## src/rtl/signal_rom_scheduler.sv

```systemverilog
// Shares one 1-cycle synchronous signal ROM among 4 playback channels, each with its own
// sample-rate divider, through a round-robin read scheduler and a 3-stage return pipeline.
module signal_rom_scheduler #(
   parameter int unsigned PTR_WIDTH  = 6,
   parameter int unsigned ADDR_WIDTH = 8,
   parameter int unsigned DATA_WIDTH = 1,
   parameter int unsigned DIV_WIDTH  = 16
) (
   input  logic                      clk,
   input  logic                      rst,
   input  logic [3:0]                ch_en_i,
   input  logic [4*DIV_WIDTH-1:0]    period_i,
   output logic [ADDR_WIDTH-1:0]     rom_addr_o,
   input  logic [DATA_WIDTH-1:0]     rom_data_i,
   output logic [4*DATA_WIDTH-1:0]   sample_o,
   output logic [3:0]                sample_vld_o,
   output logic [3:0]                overrun_o
);

   logic [DIV_WIDTH-1:0] r_timer [4];
   logic [PTR_WIDTH-1:0] r_ptr   [4];
   logic [3:0]           r_pend;
   logic [1:0]           r_last;
   logic                 r_a_vld;
   logic [1:0]           r_a_ch;
   logic                 r_b_vld;
   logic [1:0]           r_b_ch;

   logic [3:0]           w_tick;
   logic [3:0]           w_req;
   logic [3:0]           w_gnt;
   logic                 w_gnt_vld;
   logic [1:0]           w_gnt_ch;
   logic [1:0]           w_cand;

   always_comb begin
      w_tick = '0;
      for (int unsigned n = 0; n < 4; n++) begin
         w_tick[n] = ch_en_i[n] && (r_timer[n] == period_i[n*DIV_WIDTH +: DIV_WIDTH]);
      end
   end

   assign w_req = r_pend & ch_en_i;

   // Search starts one past the last grant; i==4 wraps back to the last grant itself.
   always_comb begin
      w_gnt_vld = 1'b0;
      w_gnt_ch  = r_last;
      w_cand    = r_last;
      w_gnt     = '0;
      for (int unsigned i = 1; i <= 4; i++) begin
         w_cand = r_last + 2'(i);
         if (!w_gnt_vld && w_req[w_cand]) begin
            w_gnt_vld = 1'b1;
            w_gnt_ch  = w_cand;
         end
      end
      if (w_gnt_vld) begin
         w_gnt[w_gnt_ch] = 1'b1;
      end
   end

   always_ff @(posedge clk or posedge rst) begin
      if (rst) begin
         for (int unsigned n = 0; n < 4; n++) begin
            r_timer[n] <= '0;
            r_ptr[n]   <= '0;
         end
         r_pend    <= '0;
         overrun_o <= '0;
      end else begin
         for (int unsigned n = 0; n < 4; n++) begin
            if (!ch_en_i[n]) begin
               r_timer[n] <= '0;
               r_ptr[n]   <= '0;
               r_pend[n]  <= 1'b0;
            end else begin
               r_timer[n] <= w_tick[n] ? '0 : r_timer[n] + DIV_WIDTH'(1);
               // A tick merges into an outstanding request; only an unserved one overruns.
               r_pend[n]  <= w_tick[n] | (r_pend[n] & ~w_gnt[n]);
               if (w_gnt[n]) begin
                  r_ptr[n] <= r_ptr[n] + PTR_WIDTH'(1);
               end
               if (w_tick[n] && r_pend[n] && !w_gnt[n]) begin
                  overrun_o[n] <= 1'b1;
               end
            end
         end
      end
   end

   always_ff @(posedge clk or posedge rst) begin
      if (rst) begin
         rom_addr_o   <= '0;
         r_last       <= 2'd3;
         r_a_vld      <= 1'b0;
         r_a_ch       <= '0;
         r_b_vld      <= 1'b0;
         r_b_ch       <= '0;
         sample_o     <= '0;
         sample_vld_o <= '0;
      end else begin
         if (w_gnt_vld) begin
            rom_addr_o <= {w_gnt_ch, r_ptr[w_gnt_ch]};
            r_last     <= w_gnt_ch;
         end
         r_a_vld <= w_gnt_vld;
         r_a_ch  <= w_gnt_ch;
         // Reads for a channel disabled at any point in flight are squashed stage by stage.
         r_b_vld <= r_a_vld && ch_en_i[r_a_ch];
         r_b_ch  <= r_a_ch;

         sample_vld_o <= '0;
         for (int unsigned n = 0; n < 4; n++) begin
            if (!ch_en_i[n]) begin
               sample_o[n*DATA_WIDTH +: DATA_WIDTH] <= '0;
            end
         end
         if (r_b_vld && ch_en_i[r_b_ch]) begin
            sample_o[r_b_ch*DATA_WIDTH +: DATA_WIDTH] <= rom_data_i;
            sample_vld_o[r_b_ch]                      <= 1'b1;
         end
      end
   end

endmodule

```

## config.mk

```make
export PLATFORM = sky130hd
export DESIGN_NAME = signal_rom_scheduler
export DESIGN_NICKNAME = d
export VERILOG_FILES = /design/src/rtl/signal_rom_scheduler.sv
export SDC_FILE = /design/constraint.sdc
export NUM_CORES = 1
export LEC_CHECK = 0
export ABC_AREA = 1
export BUFFER_PORTS_ARGS = -buffer_cell sky130_fd_sc_hd__clkbuf_2
export CAP_MARGIN = 20
export CORE_ASPECT_RATIO = 0.8
export CORE_MARGIN = 2
export CORE_UTILIZATION = 30
export CTS_CLUSTER_DIAMETER = 40
export CTS_CLUSTER_SIZE = 14
export DETAILED_ROUTE_END_ITERATION = 8
export PLACE_DENSITY = 0.59
export SLEW_MARGIN = 20
export SYNTH_ARGS = -nofsm -noshare
export SYNTH_HDL_FRONTEND = slang
export SYNTH_SLANG_ARGS = --single-unit
```

## constraint.sdc

```tcl
create_clock -name clk -period 9.45 [get_ports clk]
set_input_delay 2.3625 -clock clk [delete_from_list [all_inputs] [get_ports clk]]
set_output_delay 2.3625 -clock clk [all_outputs]
set_load 0.02 [all_outputs]
```

After elaboration in Yosys (flattened, before gate mapping)

Cells that the tools add are included.

Output and inout bits: 20
Register bits after elaboration: 120
Logic and storage cells: 152

Multiplexer cells: 55
Add/sub/neg operators: 12
$lt $le $gt $ge: 10
Equality and inequality tests: 8
Bitwise operators: 14
Shift operators: 2
Reduce and logical (&&, ||, !) cells: 30

Operator list:

| operator               | number |
|---|---|
| $mux 16                | 8 |
| $add 16x1->16 const B  | 4 |
| $eq 16x16->1           | 4 |
| $mux 6                 | 10 |
| $neg 2->34             | 1 |
| $shift 1x34->4 const A | 1 |
| $shiftx 1x34->4        | 1 |
| $add 6x1->6 const B    | 4 |
| $lt 2x3->1 const B     | 7 |
| $mux 1                 | 20 |
| $logic_and 1x1->1      | 19 |
| $bmux 1 s2             | 6 |
| $bmux 6 s2             | 1 |
| $mux 4                 | 3 |
| $mux 2                 | 4 |
| $ne 2x1->1 const B     | 4 |
| $reduce_and 2->1       | 4 |
| $logic_not 1->1        | 7 |
| $add 2x2->2 const B    | 2 |
| $and 1x1->1            | 4 |
| $and 4x4->4            | 1 |
| $bwmux 4               | 1 |
| $demux 1 s2            | 2 |
| $ge 2x1->1 const B     | 2 |
| 5 further kinds        | 11 |

Logic depth before layout (Yosys ltp)

Gate-level depths: netlist of run 1.

Word-level depth: 22
Mapped depth: 16
Depth with buffers taken out: 14

Least setup slack after synthesis of run 1

No wires, ideal clock.

Kind: input-to-reg
Start: input ch_en_i[1]
End: register r_pend[3]
Arrival: 3.618 ns
Slack: 5.700 ns
Library setup time: 0.132 ns
Path buffers: 2
Cell stages on the path: 14
Cells stage by stage: buf_2 > nand2_1 > nand2_1 > nand2_1 > nand2_1 > nand2_4 > nand3_4 > inv_2 > nand2_1 > nand2_1 > buf_6 > nand3_4 > nand2_1 > a21oi_1

Cells in the longest elaborated chain, start to end: 22
Elaborated cells on any way between the ends: 33
Classes of those cells: order compare: 2; mux: 20; bitwise: 4; reduce/logical: 7

RTL lines:

| item                                    | line | text |
|---|---|---|
| from (decl)                             | 11   | `input logic [3:0] ch_en_i,` |
| $and 4x4->4 (*)                         | 43   | `assign w_req = r_pend & ch_en_i;` |
| $bmux 1 s2                              | 53   | `if (!w_gnt_vld && w_req[w_cand]) begin` |
| $mux 1 (not written as such)            | 53   |  |
| $mux 1                                  | 53   |  |
| $logic_not 1->1                         | 53   |  |
| $logic_and 1x1->1                       | 53   |  |
| $mux 1                                  | 53   |  |
| $logic_not 1->1                         | 53   |  |
| [5 not listed]                          | --   |  |
| named net w_gnt_ch[1]                   | 33   | `logic [1:0] w_gnt_ch;` |
| [1 not listed]                          | --   |  |
| $logic_and 1x1->1 (not written as such) | 59   | `w_gnt[w_gnt_ch] = 1'b1;` |
| $mux 1 (not written as such)            | 59   |  |
| $demux 1 s2 (*)                         | 59   |  |
| $mux 4 (*)                              | 58   | `if (w_gnt_vld) begin` |
| $not 1->1 (*)                           | 80   | `r_pend[n] <= w_tick[n] \| (r_pend[n] & ~w_gnt[n]);` |
| $and 1x1->1 (*)                         | 80   |  |
| $or 1x1->1 (*)                          | 80   |  |
| $mux 1 (*)                              | 73   | `if (!ch_en_i[n]) begin` |
| to (signal, indexed assignment)         | 80   |  |
| to (decl)                               | 22   | `logic [3:0] r_pend;` |

Mark *: on every way through the listed nets, which the timed path passes. The rest lies on a longest branch. The select of a mux whose other input is x is not followed.
A chain may end at the register's enable or synchronous reset.

Worst setup path after layout of run 1

Start: input ch_en_i[3]
End: register r_ptr[0] (netlist bit)

Cells in the longest elaborated chain, start to end: 19
Elaborated cells on any way between the ends: 31
Classes of those cells: order compare: 2; eq/ne: 1; mux: 20; bitwise: 1; reduce/logical: 7

RTL lines:

| item                                                                  | line | text |
|---|---|---|
| $and 4x4->4 (*)                                                       | 43   |  |
| $bmux 1 s2                                                            | 53   |  |
| $mux 1 (not written as such)                                          | 53   |  |
| $mux 1                                                                | 53   |  |
| $logic_not 1->1                                                       | 53   |  |
| $logic_and 1x1->1                                                     | 53   |  |
| $mux 1                                                                | 53   |  |
| $logic_not 1->1                                                       | 53   |  |
| [4 not listed]                                                        | --   |  |
| $mux 2 (*)                                                            | 53   |  |
| named net w_gnt_ch[0]                                                 | 33   |  |
| $lt 2x3->1 (not written as such) / $ge 2x1->1 (equally long branches) | 59   |  |
| $logic_and 1x1->1 (not written as such)                               | 59   |  |
| $mux 1 (not written as such)                                          | 59   |  |
| $demux 1 s2 (*)                                                       | 59   |  |
| $mux 4 (*)                                                            | 58   |  |
| $ne 2x1->1 (no source line) (*)                                       | --   |  |
| to (signal, indexed assignment)                                       | 82   | `r_ptr[n] <= r_ptr[n] + PTR_WIDTH'(1);` |
| to (decl)                                                             | 21   | `logic [PTR_WIDTH-1:0] r_ptr [4];` |

Marks and branches as above.

==> impl_metrics.ini, run 1 <==
[drt]
routed_wl_mm = 18.6
drt_first_pass_iters = 5
vias_per_inst = 4.59
wl_per_cell_um = 12.7
dr_drc_count = 0
vias = 6723
drt_iter0_markers = 407
final_antenna_net_count = 0

[synthesis]
synthXorXnorAreaFrac = 0.0877
synth.yosys.seq_area_share = 0.386
synth.distinct_cells = 43
post_synth_and_or_nand_nor_area_fraction = 0.376
synth_top_family_by_area = simple AND/OR/NAND/NOR gates
synth.ff_latch_count = 120
yosys_warnings = 0
synthAdderAreaFrac = 0.0209
mappedNetlistNets = 1101
syn-instance-count = 1017
mappedNetlistArea_sq_um = 7790
postSynthAreaPerCell_sq_um = 7.66
synth_compound_gate_area_share = 0.0267
muxShareOfSynthArea = 0.00128

[cells_and_area]
regArea_sq_um = 3010
num-fill-cells = 2673
multi_input_area_sq_um = 4000
antennaDiodeCount = 0
fin_nets = 1185
area_delta_synth_final_pct = 17.2
post_route_cells_drive_above_1_share = 0.155
finish.utilization = 0.359

[grt]
grt_max_degree = 70
antenna_found_initial = 0
global_route.usage.total = 0.141
gr-total-overflow = 0
grt_first_pass_wirelength_mm = 31.3
first_global_vias = 6447

[critical_path]
cp_data_arrival_time_ns = 4.75
critPathSlowestCell = sky130_fd_sc_hd__clkbuf_2
cp-end-kind = flop
first_element_of_the_critical_path = ch_en_i[3]
regToRegStartpoint = r_last[0]
cp.required_ns = 9.74
path_cells = clkbuf_2 > nand2_1 > o21ai_2 > nand2_1 > nand2_4 > nand4_1 > nand2_4 > nand2_4 > nor2_4 > nand2_1 > nand2_1 > nor2_1
peak_fanout_along_the_critical_path = 31
r2r_cells = 11
worst_setup_path_start_kind = primary input
critPathMostFrequentCell = sky130_fd_sc_hd__nand2_1
timing.setup.critical_path_class = in2reg
worst_path_largest_cell_delay_ns = 0.53

[sta]
grt_setup_unrepaired = false
timing.slew.headroom = 0.395
finClkSkew_ns = 0.0122
layout_worst_path_cycle_share = 0.472
final.setup.worst_slack_ns = 4.99
worstMarginPinSlew_ns = 0.908
timing.fmax_mhz = 224
setup-tns-final_ns = 0
setup_viol = 0
report.final.hold_viol_count = 0
timing.final.crit_period_ns = 4.46
slew_viol_final = 0
whs_ns = 0.416

[min_path]
holdPathStages = 0
startpoint_of_the_lowest_slack_hold_path = r_a_ch[1]
worstHoldPathType = reg2reg

[die]
core.rowCount = 52
floorplan.die.height_um = 148
horiz_die_dim_um = 184
die_outline_area_sq_um = 27300
core_area_sq_um = 25400
design.portCount = 91
initial_core_util = 0.306

[pwr]
power_per_cell_area_nw_per_um2 = 178
leak_pwr_uw = 0.00485
ir_drop_mv = 0.139

[cts]
cts_tree = yes
cts_setup_buffers = 0
clkLatencyLatePin_ns = 0.41
cts_max_level = 4
post_cts_hold_buffer_count = 0
clkSlewWorstSetupHoldPaths_ns = 0.06
clockRootBuffer = sky130_fd_sc_hd__clkbuf_16
cts_resized = 0
numCtsBuffers = 17
clock_buffer_depth = 2
cts_num_sinks = 120

[run_status]
result_of_the_run = complete, no violations

[place]
dp_hpwl_mm = 13.3
io_buffer_count = 90
preCtsSetupSlack_ns = 4.58
gp_congestion = 0.832

[flow_run]
max_cap_viol_count = 0
layer usage:
metal | wire, um | vias to the layer above | track usage
li1 | - | 3474 | -
met1 | 9540 | 3117 | 0.202
met2 | 7900 | 117 | 0.209
met3 | 870 | 15 | 0.0353
met4 | 240 | 0 | 0.0428
met5 | 0 | - | 0
flip-flops by register name (all words and copies together) (netlist names):
name,count
overrun_o,4
r_a_ch,2
r_a_vld,1
r_b_ch,2
r_b_vld,1
r_last,2
r_pend,4
r_ptr,24
r_timer,64
rom_addr_o,8
sample_o,4
sample_vld_o,4
path summary, 6_finish.rpt:
check,endpoint,slack (ns)
hold reg to reg,r_b_ch[1],0.42
setup reg to reg,r_ptr[0],6.73
hold / removal,r_b_ch[1],0.42
setup / recovery,r_ptr[0],4.99
min in group asynchronous,sample_vld_o[3],2.03
max in group asynchronous,r_ptr[5],6.05
per-stage QoR:
| stage | total power, uW | instance area, sq um | instances |
|---|---|---|---|
| finish | 1620 | 9130 | 1464 |
| global route | 1720 | 9130 | 1464 |
| CTS | 1640 | 9130 | 1464 |
| detailed placement | 992 | 8550 | 1433 |
| global placement | 987 | 8550 | 1433 |
| floorplan | 904 | 7790 | 1017 |
cells by family (layout without fill, tap and decap cells):
group,count (synthesis),in the layout
AND/OR/NAND/NOR,570,570
adder cells (fa/ha/maj),13,13
AO/OA/AOI/OAI,35,35
multiplexers,1,1
XOR/XNOR,78,78
buffers and inverters,200,296
flip-flops,120,120
area by class of cell:
class / count / share of cell area
clock buffers: 23 / 0.0524
clock inverters: 8 / 0.0106
inverters: 174 / 0.0718
multi-input cells: 697 / 0.438
flip-flops and latches: 120 / 0.329
well taps: 351 / 0.0481
repair buffers: 91 / 0.0502
Yosys cell counts, drive strengths merged:
cell type,instances,area share
nand2,203,0.11
nor4,21,0.018
buf,18,0.014
nor3,22,0.015
xor2,61,0.069
o21bai,4,0.0039
a21oi,6,0.0039
mux2i,1,0.0013
nor3b,2,0.0019
a31o,1,0.0011
o211ai,1,0.00096
or2,12,0.0096
o2111ai,1,0.0011
inv,174,0.084
nand4,63,0.053
dfrtp,118,0.38
nand3,137,0.098
o21ai,20,0.014
nand3b,29,0.028
dfstp,2,0.0067
xnor2,17,0.019
a21boi,2,0.0019
clkbuf,8,0.0039
nor2,80,0.045
ha,13,0.021
and3b,1,0.0011
critical path: cells and delay by family:
family | cells | cell delay (ns)
buffers and inverters | 1 | 0.53
AND/OR/NAND/NOR | 10 | 1.67
AO/OA/AOI/OAI | 1 | 0.18
placed cells by master, fill, tap and decap left out, types with 8 or more instances in the layout:
cell | Yosys | layout
sky130_fd_sc_hd__clkbuf_16 | 0 | 17
sky130_fd_sc_hd__clkbuf_2 | 0 | 90
sky130_fd_sc_hd__dfrtp_1 | 118 | 118
sky130_fd_sc_hd__ha_1 | 13 | 13
sky130_fd_sc_hd__inv_1 | 170 | 169
sky130_fd_sc_hd__nand2_1 | 189 | 189
sky130_fd_sc_hd__nand2_4 | 8 | 8
sky130_fd_sc_hd__nand3_1 | 127 | 127
sky130_fd_sc_hd__nand3b_1 | 29 | 29
sky130_fd_sc_hd__nand4_1 | 62 | 62
sky130_fd_sc_hd__nor2_1 | 75 | 75
sky130_fd_sc_hd__nor3_1 | 21 | 21
sky130_fd_sc_hd__nor4_1 | 20 | 20
sky130_fd_sc_hd__o21ai_0 | 16 | 16
sky130_fd_sc_hd__or2_2 | 12 | 12
sky130_fd_sc_hd__xnor2_1 | 17 | 17
sky130_fd_sc_hd__xor2_1 | 61 | 61
power breakdown:
group / switching [uW] / internal (uW)
registers: 40.8 / 549
logic: 283 / 113
clock network: 232 / 406
(Power assumes the default switching activity.)
==> run 2, diff against run 1 <==
- ABC_AREA: 1 -> 0
- clock period: 9.45 -> 4.25 ns (I/O delays scaled with it)
==> run 2 against run 1 <==
  * Cell count is 30% lower
  * Routed wire length is 22% lower
  * Hold slack worse by 0.023 ns
  * Sequential power is 98% higher
  * Largest power group unchanged
  * First-iteration DRC count is 34% lower
  * Critical path type unchanged
  * Sequential share of layout area is 5.4 points higher
  * Critical endpoint is now rom_addr_o[2]
  * Synthesized area is 17% lower
  * Clock power is 130% higher
==> impl_metrics.ini, run 2 <==
[grt]
first_global_vias = 4736
grt_max_degree = 57
gr-total-overflow = 0
antenna_found_initial = 0
global_route.usage.total = 0.137
grt_first_pass_wirelength_mm = 24.5

[sta]
finClkSkew_ns = 0.00969
timing.fmax_mhz = 390
setup-tns-final_ns = 0
report.final.hold_viol_count = 0
whs_ns = 0.393
worstMarginPinSlew_ns = 0.754
grt_setup_unrepaired = false
timing.final.crit_period_ns = 2.56
setup_viol = 0
timing.slew.headroom = 0.496
slew_viol_final = 0
layout_worst_path_cycle_share = 0.603

[cells_and_area]
num-fill-cells = 2162
registers.top_by_ff_count = r_timer
final_cell_mix = sky130_fd_sc_hd__dfrtp_1, sky130_fd_sc_hd__nor2_1, sky130_fd_sc_hd__clkbuf_2
fin_nets = 820
final_common_cell = sky130_fd_sc_hd__dfrtp_1
number_of_flip_flops_in_the_largest_register = 64
antennaDiodeCount = 0
area_delta_synth_final_pct = 20.7
final_cell_area_sq_um = 7830
finish.utilization = 0.366
post_route_cells_drive_above_1_share = 0.194
top_regs = r_timer (64), r_ptr (24), rom_addr_o (8)
finalNonFillerCells = 1024

[die]
floorplan.die.height_um = 136
core_area_sq_um = 21400
die_outline_area_sq_um = 22800
design.portCount = 91
horiz_die_dim_um = 168
core.rowCount = 48
initial_core_util = 0.304

[cts]
cts_resized = 0
clkSlewWorstSetupHoldPaths_ns = 0.06
numCtsBuffers = 17
clock_buffer_depth = 2
post_cts_hold_buffer_count = 0
cts_tree = yes
cts_setup_buffers = 0
clockRootBuffer = sky130_fd_sc_hd__clkbuf_16
cts_num_sinks = 120
clkLatencyLatePin_ns = 0.42
cts_max_level = 4

[critical_path]
cp-end-kind = flop
cp.required_ns = 4.56
worst_setup_path_start_kind = primary input
crit_family = simple AND/OR/NAND/NOR gates
critPathBufInv = 1
path_cells = clkbuf_2 > and2_4 > a21oi_2 > nor3_4 > mux2i_1 > a221oi_1
timing.setup.critical_path_class = in2reg
peak_fanout_along_the_critical_path = 17
worst_path_largest_cell_delay_ns = 0.65
cp_data_arrival_time_ns = 2.87
critPathSlowestCell = sky130_fd_sc_hd__nor3_4

[synthesis]
mappedNetlistNets = 727
synth.distinct_cells = 58
syn-instance-count = 643
synthDominantAreaCellType = sky130_fd_sc_hd__dfrtp_1
ys_top_cells_by_count = sky130_fd_sc_hd__dfrtp_1, sky130_fd_sc_hd__nor2_1, sky130_fd_sc_hd__xor2_1
dominant_cell_by_count_in_the_synthesized_netlist = sky130_fd_sc_hd__dfrtp_1
synth.top_cell.area_share = 0.455
mappedNetlistArea_sq_um = 6490
synth-async-reset-ratio = 1.00
synth.top_cells.by_area = sky130_fd_sc_hd__dfrtp_1, sky130_fd_sc_hd__xor2_1, sky130_fd_sc_hd__xnor2_1, sky130_fd_sc_hd__nor2_1, sky130_fd_sc_hd__mux2i_1
synth.ff_latch_count = 120
yosys_warnings = 0
synth_enable_flop_cells = 0
synth.yosys.seq_area_share = 0.463
synth-main-ff-cell = sky130_fd_sc_hd__dfrtp_1
postSynthAreaPerCell_sq_um = 10.1

[drt]
vias_per_inst = 4.70
routed_wl_mm = 14.5
final_antenna_net_count = 0
vias = 4814
drt_iter0_markers = 270
drt_first_pass_iters = 4
wl_per_cell_um = 14.2
dr_drc_count = 0

[run_status]
result_of_the_run = complete, no violations

[place]
io_buffer_count = 90
gp_congestion = 0.820
dp_hpwl_mm = 10.5
placed_cells = 992
postPlaceCellArea_sq_um = 7220

[flow_run]
max_cap_viol_count = 0

[min_path]
worstHoldPathType = reg2reg

[pwr]
ir_drop_mv = 0.188
power_per_cell_area_nw_per_um2 = 357
leak_pwr_uw = 0.00380
==> run 2: logic make-up (layout without fill, tap and decap cells) <==
family / Yosys count / after routing / synth area share
AOI/OAI and AO/OA: 66 / 66 / 0.0769
DFF: 120 / 120 / 0.463
adders and majority gates: 13 / 13 / 0.0251
xor gates and xnor gates: 128 / 128 / 0.173
buffers and inverters: 34 / 140 / 0.0249
muxes: 21 / 21 / 0.0362
and+or+nand+nor: 261 / 261 / 0.201
==> run 2: area by class of cell <==
cell class / count / area (sq um) / area share
Clock buffer: 18 / 439 / 0.0561
Clock inverter: 14 / 175 / 0.0224
Inverter: 15 / 58.8 / 0.00751
Multi-Input combinational cell: 489 / 3330 / 0.425
Sequential cell: 120 / 3010 / 0.384
Tap cell: 275 / 344 / 0.0439
Timing Repair Buffer: 93 / 485 / 0.0620
==> run 2: power breakdown <==
group / leakage (uW) / switching [uW] / internal [uW]
registers: 0.00166 / 13.5 / 1150
clock network: 0.000292 / 548 / 940
logic: 0.00185 / 80.1 / 58.8
==> run 2: stage by stage <==
step                total power (uW)  setup WS [ns]
floorplan                       1260        0.00499
global placement                1330           1.36
detailed placement              1330           1.25
CTS                             2830           1.70
global route                    2920           1.58
finish                          2790           1.69
==> run 2: final timing paths <==
| check | end | start | depth (start not counted) | slack [ns] |
|---|---|---|---|---|
| worst min-delay path | r_b_ch[1] | r_a_ch[1] | 0 | 0.39 |
| worst max register to register | rom_addr_o[2] | r_last[1] | 5 | 2.04 |
| worst min register to register | r_b_ch[1] | r_a_ch[1] | 0 | 0.39 |
| max in group asynchronous | r_timer[41] | rst | 3 | 2.65 |
| worst max-delay path | rom_addr_o[2] | ch_en_i[0] | 6 | 1.69 |
| min in group asynchronous | r_timer[23] | rst | 2 | 0.75 |
==> run 2: metal layers <==
| metal | vias to the layer above | global-route usage | routed length (um) | part of all wire |
|---|---|---|---|---|
| met5 | - | 0 | 0 | 0 |
| met3 | 7 | 0.0482 | 792 | 0.055 |
| met4 | 0 | 0.0412 | 86 | 0.0059 |
| li1 | 2420 | - | - | - |
| met2 | 117 | 0.190 | 5930 | 0.41 |
| met1 | 2270 | 0.199 | 7720 | 0.53 |
==> run 2: worst register-to-register path: cells and delay by family (launching register included) <==
family / cells / cell delay, ns
AOI/OAI and AO/OA: 2 / 0.45
DFF: 1 / 0.67
muxes: 1 / 0.18
and+or+nand+nor: 2 / 0.81
==> run 3, diff against run 2 <==
- clock period: 4.25 -> 2.5 ns (I/O delays scaled with it)
==> run 3 against run 2 <==
  * Utilization is 0.44 points higher
  * Clock power is 64% higher
  * Worst setup slack worse by 1.2 ns
  * Non-clock buffer count is 13 higher
  * Total power is 67% higher
  * Register-to-register slack worse by 1.5 ns
  * Routed wire length is 1.1% higher
  * Clock skew is 0.0034 ns higher
  * Flip-flop and latch count stayed put
  * Design area is 1.2% higher
  * Sequential power is 69% higher
  * Clock-buffer cell count is 1 higher
  * Critical endpoint is now r_timer[18]
==> impl_metrics.ini, run 3 (synthesis gave the netlist of run 2 again) <==
[critical_path]
worst_setup_path_start_kind = flop
path_cells = xor2_1 > nor4_1 > nand4_1 > nand2_1 > nor2_1
critPathSlowestCell = sky130_fd_sc_hd__dfrtp_1
peak_fanout_along_the_critical_path = 15
cp.required_ns = 2.79
cp-end-kind = flop
cp_data_arrival_time_ns = 2.27
critPathBufInv = 0
worst_path_largest_cell_delay_ns = 0.45
timing.setup.critical_path_class = reg2reg
crit_family = simple AND/OR/NAND/NOR gates

[pwr]
power_switching_uw = 1090
share_seq_of_total_power = 0.424
cellInternalPower_uw = 3590
share_comb_of_total_power = 0.052
power_per_cell_area_nw_per_um2 = 590
leak_pwr_uw = 0.00385
ir_drop_mv = 0.272
sw_ratio = 0.232
power.share.clock = 0.524

[drt]
dr_drc_count = 0
wl_per_cell_um = 14.2
final_antenna_net_count = 0
routed_wl_mm = 14.7
drt_iter0_markers = 328
vias = 4879
drt_first_pass_iters = 4
vias_per_inst = 4.70

[cts]
cts_setup_buffers = 0
clkSlewWorstSetupHoldPaths_ns = 0.06
cts_tree = yes
cts_num_sinks = 120
clkLatencyLatePin_ns = 0.42
clock_buffer_depth = 2
cts_max_level = 4
clockRootBuffer = sky130_fd_sc_hd__clkbuf_16
cts_resized = 0
post_cts_hold_buffer_count = 0
numCtsBuffers = 17

[sta]
finClkSkew_ns = 0.0131
timing.slew.headroom = 0.647
grt_setup_unrepaired = false
setup_viol = 0
report.final.hold_viol_count = 0
setup-tns-final_ns = 0
whs_ns = 0.203
timing.fmax_mhz = 503
worstMarginPinSlew_ns = 0.528
slew_viol_final = 0
timing.final.crit_period_ns = 1.99
layout_worst_path_cycle_share = 0.794

[run_status]
result_of_the_run = complete, no violations

[die]
core_area_sq_um = 21400
die_outline_area_sq_um = 22800
core.rowCount = 48
horiz_die_dim_um = 168
initial_core_util = 0.304
design.portCount = 91
floorplan.die.height_um = 136

[cells_and_area]
area_delta_synth_final_pct = 22.1
top_regs = r_timer (64), r_ptr (24), rom_addr_o (8)
fin_nets = 833
final_common_cell = sky130_fd_sc_hd__dfrtp_1
antennaDiodeCount = 0
number_of_flip_flops_in_the_largest_register = 64
final_cell_mix = sky130_fd_sc_hd__dfrtp_1, sky130_fd_sc_hd__nor2_1, sky130_fd_sc_hd__clkbuf_2
post_route_cells_drive_above_1_share = 0.207
registers.top_by_ff_count = r_timer

[place]
gp_congestion = 0.813
io_buffer_count = 90
dp_hpwl_mm = 10.9

[grt]
antenna_found_initial = 0
first_global_vias = 4752
gr-total-overflow = 0
grt_first_pass_wirelength_mm = 24.8
grt_max_degree = 49
global_route.usage.total = 0.138

[min_path]
worstHoldPathType = in2async

[flow_run]
max_cap_viol_count = 0
-- run 3: cell type report --
type | count | area (sq um)
clock buffers | 19 | 453
clock inverters | 13 | 145
fillers | 2152 | 13500
inverters | 15 | 60.1
multi-input cells | 489 | 3330
flip-flops and latches | 120 | 3010
well taps | 275 | 344
repair buffers | 106 | 596
-- run 3: final timing paths --
path	startpoint	end	slack, ns	cells after the start
max reg2reg	r_timer[25]	r_timer[18]	0.51	5
max	r_timer[25]	r_timer[18]	0.51	5
min in group clk	r_a_ch[1]	r_b_ch[1]	0.41	0
min	rst	r_timer[48]	0.20	2
max in group asynchronous	rst	r_last[1]	1.66	3
min reg2reg	r_a_ch[1]	r_b_ch[1]	0.41	0
-- run 3: worst reg2reg max path: cells and delay by family (launching register included) --
family	cells	cell delay, ns
flops	1	0.45
xor+xnor	1	0.19
simple gates	4	1.21
-- run 3: through the flow --
step | util | cells | setup slack (ns) | total power, uW | cell area (sq um)
6_report | 0.371 | 1037 | 0.514 | 4680 | 7930
3_3_place_gp | 0.343 | 1005 | 0.257 | 2270 | 7330
5_1_grt | 0.371 | 1037 | 0.316 | 4890 | 7930
3_5_place_dp | 0.343 | 1005 | 0.207 | 2270 | 7330
4_1_cts | 0.371 | 1037 | 0.442 | 4750 | 7930
2_1_floorplan | - | 643 | 0.407 | 2150 | 6500
-- run 3: per-layer routing --
metal,wire length [um],GRT usage,part of all wire,vias to the layer above
met5,0,0,0,-
met1,7680,0.205,0.52,2317
met2,6070,0.191,0.41,109
met3,852,0.0456,0.058,6
met4,75,0.0383,0.0051,0
li1,-,-,-,2447
-- run 3: power by group through the flow --
stage | Combinational [uW] | Clock [uW] | Sequential [uW]
after floorplan | 136 | 0 | 2010
after global routing | 281 | 2630 | 1990
after global placement | 250 | 0 | 2020
after CTS | 252 | 2510 | 1980
after detailed placement | 251 | 0 | 2020
final | 244 | 2450 | 1980
